`config.mk`:
```
export PLATFORM = sky130hd
export DESIGN_NAME = cudu_sched
export DESIGN_NICKNAME = d
export VERILOG_FILES = /design/src/rtl/cudu_pkg.sv /design/src/rtl/rr_pick.sv /design/src/rtl/cudu_sched.sv
export SDC_FILE = /design/constraint.sdc
export NUM_CORES = 1
export LEC_CHECK = 0
export CORE_ASPECT_RATIO = 1.4
export CORE_MARGIN = 2
export CORE_UTILIZATION = 30
export DETAILED_ROUTE_END_ITERATION = 8
export GPL_TIMING_DRIVEN = 0
export PLACE_DENSITY = 0.61
export SETUP_SLACK_MARGIN = 0.2
export SYNTH_ARGS = -nofsm -noshare
export SYNTH_HDL_FRONTEND = slang
export SYNTH_SLANG_ARGS = --single-unit
```
`constraint.sdc`:
```
create_clock -name clk -period 6.7 [get_ports clk]
set_clock_uncertainty 0.1 [all_clocks]
set_input_delay 1.34 -clock clk [delete_from_list [all_inputs] [get_ports clk]]
set_output_delay 1.34 -clock clk [all_outputs]
set_load 0.005 [all_outputs]
```
`src/rtl/cudu_pkg.sv`:
```
// ============================================================================
// Module      : cudu_pkg
// Description : Shared widths and scheduler state encoding for the cudu engine
// Revision    : 1.0 - initial release
// ============================================================================
`default_nettype none

package cudu_pkg;

    localparam int c_op_w  = 4;
    localparam int c_res_w = 8;
    localparam int c_cnt_w = 8;

    typedef enum logic [1:0] {
        ST_IDLE  = 2'd0,
        ST_ISSUE = 2'd1,
        ST_WAIT  = 2'd2,
        ST_RESP  = 2'd3
    } state_t;

endpackage

`default_nettype wire

```
`src/rtl/rr_pick.sv`:
```
// ============================================================================
// Module      : rr_pick
// Description : Combinational round-robin picker, search starts after 'last'
// Revision    : 1.0 - initial release
// ============================================================================
`default_nettype none

module rr_pick
    import cudu_pkg::*;
#(
    parameter int N_REQ = 4,
    parameter int IDX_W = (N_REQ > 1) ? $clog2(N_REQ) : 1
)(
    input  logic [N_REQ-1:0] req,
    input  logic [IDX_W-1:0] last,
    output logic [N_REQ-1:0] grant,
    output logic [IDX_W-1:0] index
);

    logic             w_found;
    logic [IDX_W-1:0] w_pos;

    always_comb begin
        grant   = '0;
        index   = '0;
        w_found = 1'b0;
        w_pos   = '0;
        for (int k = 1; k <= N_REQ; k++) begin
            w_pos = IDX_W'((int'(last) + k) % N_REQ);
            if (!w_found && req[w_pos]) begin
                w_found      = 1'b1;
                grant[w_pos] = 1'b1;
                index        = w_pos;
            end
        end
    end

endmodule

`default_nettype wire

```
`src/rtl/cudu_sched.sv`:
```
// ============================================================================
// Module      : cudu_sched
// Description : Round-robin scheduler sharing one cudu engine among requesters
// Revision    : 1.0 - initial release
// ============================================================================
`default_nettype none

module cudu_sched
    import cudu_pkg::*;
#(
    parameter int N_REQ   = 4,
    parameter int TIMEOUT = 63
)(
    input  logic                      clk,
    input  logic                      rst,
    input  logic [N_REQ-1:0]          req,
    input  logic [c_op_w*N_REQ-1:0]   xin,
    input  logic [c_op_w*N_REQ-1:0]   yin,
    output logic [N_REQ-1:0]          gnt,
    output logic [N_REQ-1:0]          rsp_valid,
    output logic [c_res_w-1:0]        rsp_x,
    output logic [c_res_w-1:0]        rsp_X,
    output logic                      rsp_err,
    output logic                      busy,
    output logic                      eng_start,
    output logic [c_op_w-1:0]         eng_xin,
    output logic [c_op_w-1:0]         eng_yin,
    input  logic                      eng_done,
    input  logic                      eng_ready,
    input  logic [c_res_w-1:0]        eng_x,
    input  logic [c_res_w-1:0]        eng_X
);

    localparam int                 c_iw      = (N_REQ > 1) ? $clog2(N_REQ) : 1;
    localparam logic [c_cnt_w-1:0] c_timeout = c_cnt_w'(TIMEOUT);

    state_t              r_state, w_next;
    logic [c_iw-1:0]     r_last, r_g, w_idx;
    logic [N_REQ-1:0]    r_oh, w_grant;
    logic [c_cnt_w-1:0]  r_cnt;
    logic [c_op_w-1:0]   r_xin, r_yin, w_xsel, w_ysel;
    logic [c_res_w-1:0]  r_rsp_x, r_rsp_X;
    logic                r_rsp_err, w_go, w_timeout;

    rr_pick #(
        .N_REQ (N_REQ),
        .IDX_W (c_iw)
    ) u_rr_pick (
        .req   (req),
        .last  (r_last),
        .grant (w_grant),
        .index (w_idx)
    );

    assign w_go      = (|req) && eng_ready;
    assign w_timeout = (r_cnt == c_timeout);

    always_comb begin
        w_xsel = '0;
        w_ysel = '0;
        for (int i = 0; i < N_REQ; i++) begin
            if (w_grant[i]) begin
                w_xsel = xin[i*c_op_w +: c_op_w];
                w_ysel = yin[i*c_op_w +: c_op_w];
            end
        end
    end

    always_comb begin
        w_next    = r_state;
        gnt       = '0;
        rsp_valid = '0;
        eng_start = 1'b0;
        busy      = (r_state != ST_IDLE);
        case (r_state)
            ST_IDLE:  if (w_go) w_next = ST_ISSUE;
            ST_ISSUE: begin
                gnt       = r_oh;
                eng_start = 1'b1;
                w_next    = ST_WAIT;
            end
            ST_WAIT:  if (eng_done || w_timeout) w_next = ST_RESP;
            ST_RESP: begin
                rsp_valid = r_oh;
                w_next    = ST_IDLE;
            end
            default:  w_next = ST_IDLE;
        endcase
    end

    always_ff @(posedge clk) begin
        if (rst) begin
            r_state   <= ST_IDLE;
            r_last    <= c_iw'(N_REQ - 1);
            r_g       <= '0;
            r_oh      <= '0;
            r_cnt     <= '0;
            r_xin     <= '0;
            r_yin     <= '0;
            r_rsp_x   <= '0;
            r_rsp_X   <= '0;
            r_rsp_err <= 1'b0;
        end else begin
            r_state <= w_next;
            case (r_state)
                ST_IDLE: if (w_go) begin
                    r_g   <= w_idx;
                    r_oh  <= w_grant;
                    r_xin <= w_xsel;
                    r_yin <= w_ysel;
                end
                ST_ISSUE: r_cnt <= '0;
                ST_WAIT: begin
                    // a done arriving in the timeout cycle still wins
                    if (eng_done) begin
                        r_rsp_x   <= eng_x;
                        r_rsp_X   <= eng_X;
                        r_rsp_err <= 1'b0;
                    end else if (w_timeout) begin
                        r_rsp_x   <= '0;
                        r_rsp_X   <= '0;
                        r_rsp_err <= 1'b1;
                    end else begin
                        r_cnt <= r_cnt + 1'b1;
                    end
                end
                ST_RESP: r_last <= r_g;
                default: ;
            endcase
        end
    end

    assign rsp_x   = r_rsp_x;
    assign rsp_X   = r_rsp_X;
    assign rsp_err = r_rsp_err;
    assign eng_xin = r_xin;
    assign eng_yin = r_yin;

endmodule

`default_nettype wire

```
==> impl_metrics.yaml <==
routing:
  first_pass_iters: 4
  drtIter0Drc: 83
  via_per_inst: 5.09
  antenna_left: 0
  drc: 0
  vias: 2516
  routed_wl_um: 7280
  wire_per_inst_um: 14.7
worst_setup_path:
  worstSetupEndpointType: "flip-flop"
  critPathMaxFanout: 10
  reg2reg_depth: 11
  required_ns: 6.77
  crit_arrival_ns: 3.90
  setup.worst_path.start: "req[3]"
  cp-start-kind: "primary input"
  r2r_start: "r_last[0]"
  worstSetupPathType: "in -> reg"
power:
  leakage_nw: 1.42
  power.density_nw_per_um2: 294
  ir_worst_vdd_mv: 0.172
flow_run:
  timing.max_cap.violations: 0
sta:
  timing.final.ws_setup_ns: 2.88
  slew_headroom: 0.352
  final_hold_viol_count: 0
  min_period_ns: 3.82
  fmax_mhz: 261
  worst_pin_slew_ns: 0.959
  whs_ns: 0.363
  tns_ns: 0
  slew_violations: 0
  rsz0062_at_grt: "false"
  finalSetupViolCount: 0
  finalCritPeriodShare: 0.571
placed_design:
  dpl_worst_slack_ns: 2.59
  dpl.hpwl_um: 5630
  routabilityCongestion: 0.785
  numPortBuffers: 89
synthesis:
  async_flop_share: 0
  synth_most_common_cell: "dfxtp_1"
  synth_area_um2: 2540
  synthFlopType: "dfxtp_1"
  synth_edf_count: 0
  ys_ff_latch: 43
  syn_area_per_cell_um2: 8.60
  syn_inst: 295
  ys_types: 51
  synth_sequential_area_ratio: 0.339
  yosysTopAreaCell: "dfxtp_1"
  synth_top_area_frac: 0.339
  synthTopCellsByArea: "dfxtp_1 34%, ha_1 6.4%, nor2_1 6.2%"
  synth_common_cells: "43 x dfxtp_1, 42 x nor2_1, 20 x inv_1, 18 x o21ai_0"
  synthesis.nets: 364
  yosysWarnings: 0
global_routing:
  top_usage_layer: "met2"
  grt_use_total: 0.161
  grt_use_met1: 0.188
  gr-total-overflow: 0
  met3_usage: 0.0319
  grt_use_met2: 0.286
  antenna_found_initial: 0
  grt_pass1_wl_um: 11700
  grt_max_degree: 15
  grt_pass1_vias: 2424
floorplan:
  coreArea_um2: 8200
  die_x_um: 81.7
  rows: 39
  chipHeight_um: 113
  ios: 91
  die-area_um2: 9220
  start_util: 0.310
clock_network:
  hold_buffers: 0
  cts_resized: 0
  root_buffer: "clkbuf_16"
  cts_setup_buffers: 0
  clk_latency_ns: 0.28
  clkTransAtPathRegs_ns: 0.06
  numCtsBuffers: 5
  h-tree-depth: 2
  clockBufferDepth: 2
  cts_sinks: 43
  cts_tree: "built"
cells_and_area:
  fillers: 833
  syn_to_final_growth_pct: 45.9
  regArea_um2: 861
  fin_util: 0.451
  final_nets: 460
  n_antenna_cell: 0
  drive_gt1_frac: 0.0740
  multi_input_area_um2: 1510
hold_path:
  hold_path_class: "reg -> reg"
  min_path_cells: 2
  hp-start: "r_g[0]"
run_status:
  status: "finished clean"
-- per-stage QoR --
step / instances / power, mW / cell area, um2
global placement: 486 / 0.851 / 3560
floorplan: 295 / 0.652 / 2540
detailed placement: 486 / 0.859 / 3560
finish: 494 / 1.09 / 3700
global route: 494 / 1.16 / 3700
CTS: 494 / 1.10 / 3700
-- sequential cells by signal, summed over array words and instances (netlist names) --
| register | cells |
|---|---|
| eng_xin | 4 |
| eng_yin | 4 |
| r_cnt | 8 |
| r_g | 2 |
| r_last | 2 |
| r_oh | 4 |
| r_state | 2 |
| rsp_X | 8 |
| rsp_err | 1 |
| rsp_x | 8 |
-- kinds of logic (layout without fill, tap and decap cells) --
family / Yosys count / in the layout / share of synthesized area
flip-flops: 43 / 43 / 0.339
multiplexers: 14 / 14 / 0.0710
XOR/XNOR: 2 / 2 / 0.00690
AND/OR/NAND/NOR: 103 / 103 / 0.202
buffers and inverters: 36 / 133 / 0.0656
AO/OA/AOI/OAI: 84 / 84 / 0.251
adder cells (fa/ha/maj): 13 / 13 / 0.0641
-- final timing paths --
kind,to,slack (ns)
setup / recovery,eng_xin[0],2.88
hold / removal,r_g[0],0.36
hold reg to reg,r_g[0],0.36
setup reg to reg,eng_xin[0],3.23
-- power breakdown --
group / switching [mW] / total (mW) / leakage, nW / internal, mW
logic: 0.256 / 0.512 / 1.01 / 0.255
clock network: 0.0984 / 0.236 / 0.0658 / 0.137
registers: 0.0334 / 0.340 / 0.350 / 0.307
total: 0.388 / 1.09 / 1.42 / 0.699
-- routing by layer --
metal	vias to the layer above	wire, um
met5	-	0
met4	0	147
met3	11	252
met2	51	3830
met1	1198	3060
li1	1256	-
-- cell usage in the layout (no fill, tap or decap), types with 2 or more instances in the layout --
cell             synthesis  final
mux4_2                   3      3
buf_2                    3      3
nand3b_1                 5      5
o21ai_0                 18     18
o211a_1                  8      8
nor3_1                   6      6
and2_1                  10     10
dfxtp_1                 43     43
nor4b_1                  2      2
or3b_1                   3      3
a211oi_1                 3      3
clkbuf_16                0      5
inv_1                   20     20
clkbuf_1                 8      8
mux2_2                   2      2
xnor2_1                  2      2
mux2i_1                  9      9
a22oi_1                 17     17
buf_6                    3      3
o211ai_1                 2      2
nand2_1                 17     17
o32ai_1                  7      7
o41ai_1                  2      2
ha_1                    13     13
or3_1                    5      5
nand3_1                  3      3
clkdlybuf4s50_1          0     89
nor2_1                  42     42
a21oi_1                 12     12
clkinvlp_4               0      2
nor2b_1                  4      4
-- worst max-delay path, cell delays in order --
cell	delay (ns)
clkdlybuf4s50_1	0.45
buf_4	0.19
mux4_2	0.53
buf_2	0.21
a221oi_2	0.64
buf_6	0.24
nor2_1	0.05
o32ai_1	0.25
-- area by class of cell --
cell class,count,share of cell area
clock buffers,5,0.0338
plain buffers,16,0.0247
clock inverters,3,0.00541
repair buffers,89,0.241
multi-input cells,216,0.408
well taps,102,0.0345
flip-flops and latches,43,0.233
inverters,20,0.0203
Note: power is estimated with default switching activity, not from simulation.
==> RTL edit: new RTL, same settings <==
Set the package constant `c_op_w` to 6 (it was 4).
--- a/src/rtl/cudu_pkg.sv
+++ b/src/rtl/cudu_pkg.sv
@@ -9,3 +9,3 @@
 
-    localparam int c_op_w  = 4;
+    localparam int c_op_w  = 6;
     localparam int c_res_w = 8;
Ports: changed (resized eng_xin, eng_yin, xin and yin); port bits go from 91 to 111. The function was not compared with the original's and may differ.
==> RTL edit against the unedited design <==
Sequential power rose by 8.2%. Sequential cell count rose by 4. Critical path depth did not move. First-iteration DRC count rose by 130%. Total power rose by 15%. Design area rose by 13%. Worst setup slack got worse by 360 ps. Global-route usage rose by 1.2 points. Synthesized area rose by 9.3%. Sequential share of layout area fell by 0.72 points. Worst hold slack got worse by 0.51 ps. Routed wire length rose by 21%. Critical endpoint is now eng_yin[1]$_SDFFE_PP0P_.
==> RTL edit: results (changes against the unedited design) <==
\begin{tabular}{lr}
\hline
Metric & Value \\
\hline
\multicolumn{2}{l}{\textbf{GRT}} \\
\quad Largest net degree at the start of global routing & 16 (+1) \\
\quad First-pass GRT wire length & 14230 um (+22\%) \\
\quad Total GRT Usage & 17.29\% (+1.2 points) \\
\quad Number of global-route vias before repair & 3018 (+25\%) \\
\multicolumn{2}{l}{\textbf{Routing}} \\
\quad Violation count after the first detailed-routing iteration & 189 (+130\%) \\
\quad First-pass iteration count of the detailed router & 5 (+1) \\
\quad Total via count after detailed routing & 2900 (+15\%) \\
\multicolumn{2}{l}{\textbf{Critical path}} \\
\quad Cell at the slowest stage of the critical path & sky130\_fd\_sc\_hd\_\_a2111oi\_0 \\
\quad Arrival time reported for the critical path endpoint & 4280 ps (+380 ps) \\
\quad Slowest stage delay, CP & 680 ps (+40 ps) \\
\multicolumn{2}{l}{\textbf{Synthesis}} \\
\quad Most area-consuming cells after synthesis & sky130\_fd\_sc\_hd\_\_dfxtp\_1 (34\%), sky130\_fd\_sc\_hd\_\_nor2\_1 (6.0\%), sky130\_fd\_sc\_hd\_\_ha\_1 (5.9\%), sky130\_fd\_sc\_hd\_\_o32ai\_2 (5.9\%), sky130\_fd\_sc\_hd\_\_and2\_1 (5.0\%) \\
\quad Net count after synthesis & 396 (+8.8\%) \\
\quad XOR/XNOR share of the synthesized area & 0.9477\% (+0.26 points) \\
\quad Synth Area in Compound Gates & 28.43\% (+3.3 points) \\
\quad Multiplexer fraction of the synthesized cell area & 3.475\% (-3.6 points) \\
\quad Netlist cell types & 56 (+9.8\%) \\
\quad Post-synthesis adder-cell area fraction & 5.866\% (-0.54 points) \\
\multicolumn{2}{l}{\textbf{Placement}} \\
\quad Half-perimeter wire length of the detailed placement result & 6661 um (+18\%) \\
\quad GPL Wtd Cong & 0.8242 (+5.1\%) \\
\multicolumn{2}{l}{\textbf{Power and ir drop}} \\
\quad IR drop worst, VDD & 0.1641 mV (-4.4\%) \\
\quad Cell leakage power & 1.502 nW (+5.6\%) \\
\multicolumn{2}{l}{\textbf{Cells and area}} \\
\quad Fraction of final layout cells sized beyond drive strength 1 & 8.411\% (+1.0 points) \\
\quad Final Net Count & 512 (+11\%) \\
\multicolumn{2}{l}{\textbf{STA}} \\
\quad Actual slew at the worst max-slew pin & 772.2 ps (-186.7 ps) \\
\multicolumn{2}{l}{\textbf{Clock network}} \\
\quad \# H-tree levels & 2 (unchanged) \\
\multicolumn{2}{l}{\textbf{Run status}} \\
\quad Result of the run & complete, no violations \\
\hline
\end{tabular}
==> RTL edit: cells by family after synthesis <==
logic type | Yosys count
DFF | 47
muxes | 7
AOI/OAI and AO/OA | 94
buffers and inverters | 35
xor gates and xnor gates | 3
and+or+nand+nor | 112
adders and majority gates | 13
==> RTL edit: area by class of cell <==
class / count / area (sq um)
fill: 888 / 4802
multi-input combinational: 229 / 1677
timing repair buffer: 109 / 1091
sequential: 47 / 940.9
clock buffer: 6 / 138.9
tap: 107 / 133.9
buffer: 27 / 125.1
clock inverter: 2 / 38.79
inverter: 8 / 30.03
==> RTL edit: worst paths after layout <==
kind / from / end / slack, ps
max reg2reg: r_last[1]$_SDFFE_PP1N_ / eng_xin[1]$_SDFFE_PP0P_ / 2780
max: req[1] / eng_yin[1]$_SDFFE_PP0P_ / 2520
min reg2reg: rsp_err$_SDFFE_PP0P_ / rsp_err$_SDFFE_PP0P_ / 360
min: rsp_err$_SDFFE_PP0P_ / rsp_err$_SDFFE_PP0P_ / 360
==> RTL edit: per-stage QoR <==
step / cell area, sq um / std cells / utilization [%]
global route: 4175 / 535 / 46.51
CTS: 4175 / 535 / 46.51
detailed placement: 3998 / 527 / 44.53
floorplan: 2773 / 311 / -
global placement: 3998 / 527 / 44.53
finish: 4175 / 535 / 46.51
==> RTL edit: metal layers <==
metal / share of wire, % / track usage, % / up-vias
li1: - / - / 1406
met1: 41 / 19.33 / 1348
met2: 49 / 31.35 / 131
met3: 6.6 / 3.296 / 15
met4: 2.6 / 7.044 / 0
met5: 0 / 0 / -
==> RTL edit: worst register-to-register path, delay by kind of cell (launching register included) <==
kind / cells / cell delay, ps
AO/OA/AOI/OAI: 5 / 1360
buffers and inverters: 4 / 1070
AND/OR/NAND/NOR: 1 / 440
adder cells (fa/ha/maj): 1 / 400
flip-flops: 1 / 450
==> RTL edit: power by group <==
group | switching (mW) | internal (mW) | leakage [nW] | total, mW
clock | 0.116 | 0.188 | 0.0875 | 0.304
sequential | 0.0338 | 0.334 | 0.382 | 0.368
combinational | 0.291 | 0.282 | 1.03 | 0.573
total | 0.441 | 0.804 | 1.50 | 1.24
